--- src/rtl/lcd_write_engine_pkg.sv ---
// Shared LCD definitions: write-engine state encoding, command constants and
// default bus/exec timing at 50 MHz.
package lcd_write_engine_pkg;

  localparam int CNT_W = 17;

  typedef enum logic [2:0] {
    S_IDLE  = 3'd0,
    S_SETUP = 3'd1,
    S_PULSE = 3'd2,
    S_HOLD  = 3'd3,
    S_EXEC  = 3'd4,
    S_DONE  = 3'd5
  } lcd_state_e;

  localparam logic [7:0] LCD_CMD_CLEAR = 8'h01;
  localparam logic [7:0] LCD_CMD_HOME  = 8'h02;

  localparam int unsigned DEF_T_SETUP     = 4;
  localparam int unsigned DEF_T_EN        = 16;
  localparam int unsigned DEF_T_HOLD      = 4;
  localparam int unsigned DEF_T_EXEC      = 2000;
  localparam int unsigned DEF_T_EXEC_LONG = 82000;

  // Clear (0x01) and home (0x02/0x03) need the long execution wait.
  function automatic logic is_long_cmd(input logic rs, input logic [7:0] d);
    return !rs && ((d[7:1] == 7'b0000000) || (d[7:2] == 6'b000000 && d[1]));
  endfunction

endpackage

--- src/rtl/lcd_write_engine_if.sv ---
// Sequencer-side handshake plus LCD pin bundle for the write engine.
interface lcd_write_engine_if;
  logic [7:0] iDATA;
  logic       iRS;
  logic       iStart;
  logic       oDone;
  logic       oBusy;
  logic [7:0] LCD_DATA;
  logic       LCD_RW;
  logic       LCD_EN;
  logic       LCD_RS;

  modport master (output iDATA, iRS, iStart,
                  input  oDone, oBusy, LCD_DATA, LCD_RW, LCD_EN, LCD_RS);
  modport slave  (input  iDATA, iRS, iStart,
                  output oDone, oBusy, LCD_DATA, LCD_RW, LCD_EN, LCD_RS);
endinterface

--- src/rtl/lcd_write_engine_timer.sv ---
// Shared phase timer: load N-1, count down, expired while the count is zero.
module lcd_delay_timer
  import lcd_write_engine_pkg::*;
(
  input  logic             iCLK,
  input  logic             iRST_N,
  input  logic             load,
  input  logic [CNT_W-1:0] load_val,
  output logic             expired
);
  logic [CNT_W-1:0] cnt;

  always_ff @(posedge iCLK or negedge iRST_N) begin
    if (!iRST_N)          cnt <= '0;
    else if (load)        cnt <= load_val;
    else if (cnt != '0)   cnt <= cnt - 1'b1;
  end

  assign expired = (cnt == '0);
endmodule

--- src/rtl/lcd_write_engine.sv ---
// HD44780 write cycle generator: setup, enable pulse, hold, execution wait,
// then a one-cycle done pulse. All pin outputs come straight from flops.
module lcd_write_engine
  import lcd_write_engine_pkg::*;
#(
  parameter int unsigned T_SETUP     = DEF_T_SETUP,
  parameter int unsigned T_EN        = DEF_T_EN,
  parameter int unsigned T_HOLD      = DEF_T_HOLD,
  parameter int unsigned T_EXEC      = DEF_T_EXEC,
  parameter int unsigned T_EXEC_LONG = DEF_T_EXEC_LONG
) (
  input  logic               iCLK,
  input  logic               iRST_N,
  lcd_write_engine_if.slave  bus
);
  localparam logic [CNT_W-1:0] LD_SETUP = CNT_W'(T_SETUP - 1);
  localparam logic [CNT_W-1:0] LD_EN    = CNT_W'(T_EN - 1);
  localparam logic [CNT_W-1:0] LD_HOLD  = CNT_W'(T_HOLD - 1);
  localparam logic [CNT_W-1:0] LD_EXEC  = CNT_W'(T_EXEC - 1);
  localparam logic [CNT_W-1:0] LD_LONG  = CNT_W'(T_EXEC_LONG - 1);

  lcd_state_e       state, state_nxt;
  logic             start_d, accept, is_long;
  logic             ld, expired;
  logic [CNT_W-1:0] ld_val;
  logic             en, done, busy, rs;
  logic [7:0]       data;
  logic             en_nxt, done_nxt, busy_nxt;

  assign accept = (state == S_IDLE) && bus.iStart && !start_d;

  lcd_delay_timer u_timer (
    .iCLK     (iCLK),
    .iRST_N   (iRST_N),
    .load     (ld),
    .load_val (ld_val),
    .expired  (expired)
  );

  always_ff @(posedge iCLK or negedge iRST_N) begin
    if (!iRST_N) state <= S_IDLE;
    else         state <= state_nxt;
  end

  always_comb begin
    state_nxt = state;
    ld        = 1'b0;
    ld_val    = '0;
    unique case (state)
      S_IDLE:  if (accept)  begin state_nxt = S_SETUP; ld = 1'b1; ld_val = LD_SETUP; end
      S_SETUP: if (expired) begin state_nxt = S_PULSE; ld = 1'b1; ld_val = LD_EN;    end
      S_PULSE: if (expired) begin state_nxt = S_HOLD;  ld = 1'b1; ld_val = LD_HOLD;  end
      S_HOLD:  if (expired) begin
        state_nxt = S_EXEC;
        ld        = 1'b1;
        ld_val    = is_long ? LD_LONG : LD_EXEC;
      end
      S_EXEC:  if (expired) state_nxt = S_DONE;
      S_DONE:  state_nxt = S_IDLE;
      default: state_nxt = S_IDLE;
    endcase
  end

  // Outputs are decoded from the next state and registered, so each pin
  // changes on the same edge as the state it belongs to.
  always_comb begin
    en_nxt   = (state_nxt == S_PULSE);
    done_nxt = (state_nxt == S_DONE);
    busy_nxt = (state_nxt != S_IDLE);
  end

  always_ff @(posedge iCLK or negedge iRST_N) begin
    if (!iRST_N) begin
      start_d <= 1'b0;
      en      <= 1'b0;
      done    <= 1'b0;
      busy    <= 1'b0;
      data    <= 8'h00;
      rs      <= 1'b0;
      is_long <= 1'b0;
    end else begin
      start_d <= bus.iStart;
      en      <= en_nxt;
      done    <= done_nxt;
      busy    <= busy_nxt;
      if (accept) begin
        data    <= bus.iDATA;
        rs      <= bus.iRS;
        is_long <= is_long_cmd(bus.iRS, bus.iDATA);
      end
    end
  end

  assign bus.LCD_EN   = en;
  assign bus.LCD_RW   = 1'b0;
  assign bus.LCD_RS   = rs;
  assign bus.LCD_DATA = data;
  assign bus.oDone    = done;
  assign bus.oBusy    = busy;
endmodule

--- src/flat_wrapper.sv ---
// flat-port wrapper written by rule: the top's interface ports become plain ports
module lcd_write_engine_flat import lcd_write_engine_pkg::*;
#(
  parameter int unsigned T_SETUP     = DEF_T_SETUP,
  parameter int unsigned T_EN        = DEF_T_EN,
  parameter int unsigned T_HOLD      = DEF_T_HOLD,
  parameter int unsigned T_EXEC      = DEF_T_EXEC,
  parameter int unsigned T_EXEC_LONG = DEF_T_EXEC_LONG
)
  (iCLK, iRST_N, bus_iDATA, bus_iRS, bus_iStart, bus_oDone, bus_oBusy, bus_LCD_DATA, bus_LCD_RW, bus_LCD_EN, bus_LCD_RS);
  lcd_write_engine_if bus_i ();
  input  logic iCLK;
  input  logic iRST_N;
  input wire logic [$bits(bus_i.iDATA)-1:0] bus_iDATA;
  input wire logic [$bits(bus_i.iRS)-1:0] bus_iRS;
  input wire logic [$bits(bus_i.iStart)-1:0] bus_iStart;
  output wire logic [$bits(bus_i.oDone)-1:0] bus_oDone;
  output wire logic [$bits(bus_i.oBusy)-1:0] bus_oBusy;
  output wire logic [$bits(bus_i.LCD_DATA)-1:0] bus_LCD_DATA;
  output wire logic [$bits(bus_i.LCD_RW)-1:0] bus_LCD_RW;
  output wire logic [$bits(bus_i.LCD_EN)-1:0] bus_LCD_EN;
  output wire logic [$bits(bus_i.LCD_RS)-1:0] bus_LCD_RS;
  assign bus_i.iDATA = bus_iDATA;
  assign bus_i.iRS = bus_iRS;
  assign bus_i.iStart = bus_iStart;
  assign bus_oDone = bus_i.oDone;
  assign bus_oBusy = bus_i.oBusy;
  assign bus_LCD_DATA = bus_i.LCD_DATA;
  assign bus_LCD_RW = bus_i.LCD_RW;
  assign bus_LCD_EN = bus_i.LCD_EN;
  assign bus_LCD_RS = bus_i.LCD_RS;
  lcd_write_engine #(.T_SETUP(T_SETUP), .T_EN(T_EN), .T_HOLD(T_HOLD), .T_EXEC(T_EXEC), .T_EXEC_LONG(T_EXEC_LONG)) u_core (.iCLK(iCLK), .iRST_N(iRST_N), .bus(bus_i));
endmodule
--- config.mk ---
export PLATFORM = sky130hd
export DESIGN_NAME = lcd_write_engine_flat
export DESIGN_NICKNAME = d
export VERILOG_FILES = /design/src/rtl/lcd_write_engine_pkg.sv /design/src/rtl/lcd_write_engine_if.sv /design/src/rtl/lcd_write_engine_timer.sv /design/src/rtl/lcd_write_engine.sv /design/src/flat_wrapper.sv
export SDC_FILE = /design/constraint.sdc
export NUM_CORES = 1
export LEC_CHECK = 0
export CAP_MARGIN = 0
export CORE_MARGIN = 2
export CORE_UTILIZATION = 53
export CTS_CLUSTER_SIZE = 8
export DETAILED_ROUTE_END_ITERATION = 8
export GPL_TIMING_DRIVEN = 1
export PLACE_DENSITY = 0.75
export SKIP_CTS_REPAIR_TIMING = 1
export SYNTH_ARGS = -nofsm -noshare
export SYNTH_HDL_FRONTEND = slang
export SYNTH_SLANG_ARGS = --single-unit
export TNS_END_PERCENT = 100
--- constraint.sdc ---
create_clock -name iCLK -period 2.1 [get_ports iCLK]
set_input_delay 0.42 -clock iCLK [delete_from_list [all_inputs] [get_ports iCLK]]
set_output_delay 0.42 -clock iCLK [all_outputs]
set_load 0.1 [all_outputs]
==> reports/results.ini <==
[setup_path]
r2r-start = u_core.u_timer.cnt[0]$_DFFE_PN0P_
crit_buf_inv = 1
worstSetupPathType = flop to flop
worst_setup_path_start_kind = flop
crit_cells = 7
crit_fanout = 12
critical_path.top_delay_family = simple AND/OR/NAND/NOR gates
regToRegSetupSlack_ns = 0.12
cp.arrival_ns = 2.22
slowest_delay_ns = 0.51
r2r-end = u_core.u_timer.cnt[9]$_DFFE_PN0P_
slowest_stage = or4b_4
critPathCapture = u_core.u_timer.cnt[9]$_DFFE_PN0P_
crit_path_cell_trace = inv_1 -> ha_1 -> or4b_4 -> nor3_2 -> a21o_4 -> nor2_1 -> o21a_1
critPathCaptureType = flop
ff2ff_path_depth = 7
required_ns = 2.34
crit_start = u_core.u_timer.cnt[0]$_DFFE_PN0P_

[sta]
max_slew_margin_pct = 64.8
min_period_ns = 1.98
fmax_mhz = 505
skew_ns = 0.0118
setup_slack_ns = 0.121
hold_viol = 0
finalSetupTns_ns = 0
finalMaxSlewViolations = 0
worstMarginPinSlew_ns = 0.523
period_share_pct = 94.2
rsz0062_at_grt = false
setup_viol = 0

[route]
drc_errors = 0
first_pass_iters = 4
drtIter0Drc = 55
vias = 1303
drtAntennaViolNets = 0
drt-total-wl_mm = 3.17
wire_per_inst_um = 13.4
post_drt_via_cell_ratio = 5.52

[layout]
drive_gt1_share_pct = 25.0
area_growth_pct = 20.4
nets = 205
antenna_cells = 0

[cts]
cts_buffers = 5
cts_sinks = 34
clk_pin_slew_worst_paths_ns = 0.11
cts.path.max_buffers = 2
insertion_delay_ns = 0.35
h-tree-depth = 2
cts_tree = built
root_buffer = clkbuf_4

[global_routing]
grt_max_degree = 35
grt_remaining_overflow = 0
first_global_vias = 1261
grtUsageTotal_pct = 20.7
antenna_found_initial = 0
grt_pass1_wl_mm = 5.49

[power]
leakage_nw = 0.877
peakVddDrop_mv = 1.48
power_density_nw_per_um2 = 1620

[logic_synthesis]
ys_warn_count = 0
ys_async_sr_fraction_pct = 100
yosys.area_share.adder_pct = 1.47
synth_edf_count = 0
netlist_instances = 159
ys_dominant_reg_cell = dfrtp_1
yosysSeqAreaShare_pct = 50.0
ys_seq_elements = 34
syn-num-nets = 173
yosys.area_share.simple_pct = 21.8
synth_compound_area_share_pct = 10.2
synth_top_family_by_area = simple AND/OR/NAND/NOR gates
ys_types = 43
synth.mux.area_fraction_pct = 6.54
syn_area_um2 = 1700
synth_xor_area_share_pct = 6.69
syn-mean-instance-area_um2 = 10.7

[floorplanning]
dieArea_um2 = 3680
ios = 25
core.rowCount = 20
die_x_um = 60.7
fp.coreArea_um2 = 3050
start_util_pct = 55.7
die_h_um = 60.7

[outcome]
outcome = finished, final reports clean

[placement]
place_ws_ns = 0.137
dp_hpwl_mm = 2.32
io_buffer_count = 23
gp_congestion = 0.831

[job]
maxCapViolations = 0

[min_path]
hold_path.class = input port to asynchronous set/reset pin

## cells by family (layout without fill, tap and decap cells)
logic type                 Yosys count  in the layout
and+or+nand+nor                     64             64
AOI/OAI and AO/OA                   26             26
adders and majority gates            2              2
muxes                               10             10
other                                1              1
buffers and inverters                9             42
DFF                                 34             34
xor gates and xnor gates            13             13
## sequential cells by signal, summed over array words and instances (netlist names)
name                 cells
u_core.u_timer.cnt      17
u_core.bus.oBusy         1
u_core.bus.oDone         1
u_core.bus.LCD_EN        1
u_core.state             3
u_core.is_long           1
u_core.bus.LCD_RS        1
u_core.start_d           1
u_core.bus.LCD_DATA      8
## synthesized netlist by cell type, types with 2 or more instances
library cell	count	area share, %
o21a_1	5	2.2
nor3_1	4	1.2
ha_1	2	1.5
o21ai_0	6	1.8
buf_2	2	0.59
nor2_1	20	4.4
nor4_2	2	1.5
o31a_1	2	1.0
mux2_2	9	6.0
inv_1	4	0.88
dfrtp_1	34	50
nand4_1	2	0.74
o22ai_1	2	0.74
nor4_1	3	1.1
xnor2_1	4	2.1
nand3_1	8	2.4
or2_2	2	0.74
a21oi_1	6	1.8
nand2_1	7	1.5
xor2_1	9	4.6
nand2b_1	3	1.1
or3_1	2	0.74
## final cells by class
cell class | count | area, um2
Clock buffer | 6 | 51.3
Clock inverter | 2 | 12.5
Fill cell | 245 | 1000
Inverter | 4 | 15.0
Multi-Input combinational cell | 116 | 812
Sequential cell | 34 | 851
Tap cell | 44 | 55.1
Timing Repair Buffer | 30 | 253
## worst min-delay path by stage
stage                                             startpoint                                 end  slack [ns]
final                                                 iRST_N   u_core.u_timer.cnt[2]$_DFFE_PN0P_        0.46
after global routing                                  iRST_N   u_core.u_timer.cnt[2]$_DFFE_PN0P_        0.48
after floorplan                                       iRST_N  u_core.bus.LCD_DATA[0]$_DFFE_PN0P_        0.12
after global placement    u_core.bus.LCD_DATA[6]$_DFFE_PN0P_  u_core.bus.LCD_DATA[6]$_DFFE_PN0P_        0.49
after detailed placement  u_core.bus.LCD_DATA[6]$_DFFE_PN0P_  u_core.bus.LCD_DATA[6]$_DFFE_PN0P_        0.50
after CTS                                             iRST_N   u_core.u_timer.cnt[2]$_DFFE_PN0P_        0.47
## placed cells by master, fill, tap and decap left out, types with 3 or more instances in the layout
cell             synthesis  layout
a21oi_1                  6       6
buf_4                    1      19
clkbuf_4                 0       5
clkdlybuf4s50_1          0      11
dfrtp_1                 34      34
inv_1                    4       4
mux2_2                   9       9
nand2_1                  7       7
nand2b_1                 3       3
nand3_1                  8       8
nor2_1                  20      19
nor3_1                   4       4
nor4_1                   3       3
o21a_1                   5       5
o21ai_0                  6       6
xnor2_1                  4       4
xor2_1                   9       9
## per-stage QoR
stage	hold WS, ns	area (um2)	total power [mW]	util [%]	instances
final	0.459	2050	3.32	67.1	236
after global routing	0.481	2050	3.54	67.1	236
after CTS	0.472	2020	3.33	66.2	234
after detailed placement	0.497	1960	2.94	64.1	226
after global placement	0.493	1960	2.90	64.1	226
after floorplan	0.124	1700	2.55	-	159
## where the power goes
part	switching, mW	leakage, nW	internal, mW
logic	1.19	0.419	0.567
clock network	0.224	0.0343	0.161
registers	0.265	0.424	0.916
## metal layers
| metal | part of all wire, % | track usage (%) |
|---|---|---|
| met2 | 47 | 32.3 |
| met3 | 6.8 | 8.10 |
| met5 | 0 | 0 |
| met4 | 1.6 | 9.32 |
| met1 | 45 | 25.5 |
No activity file was read; power rests on OpenSTA's default activity.
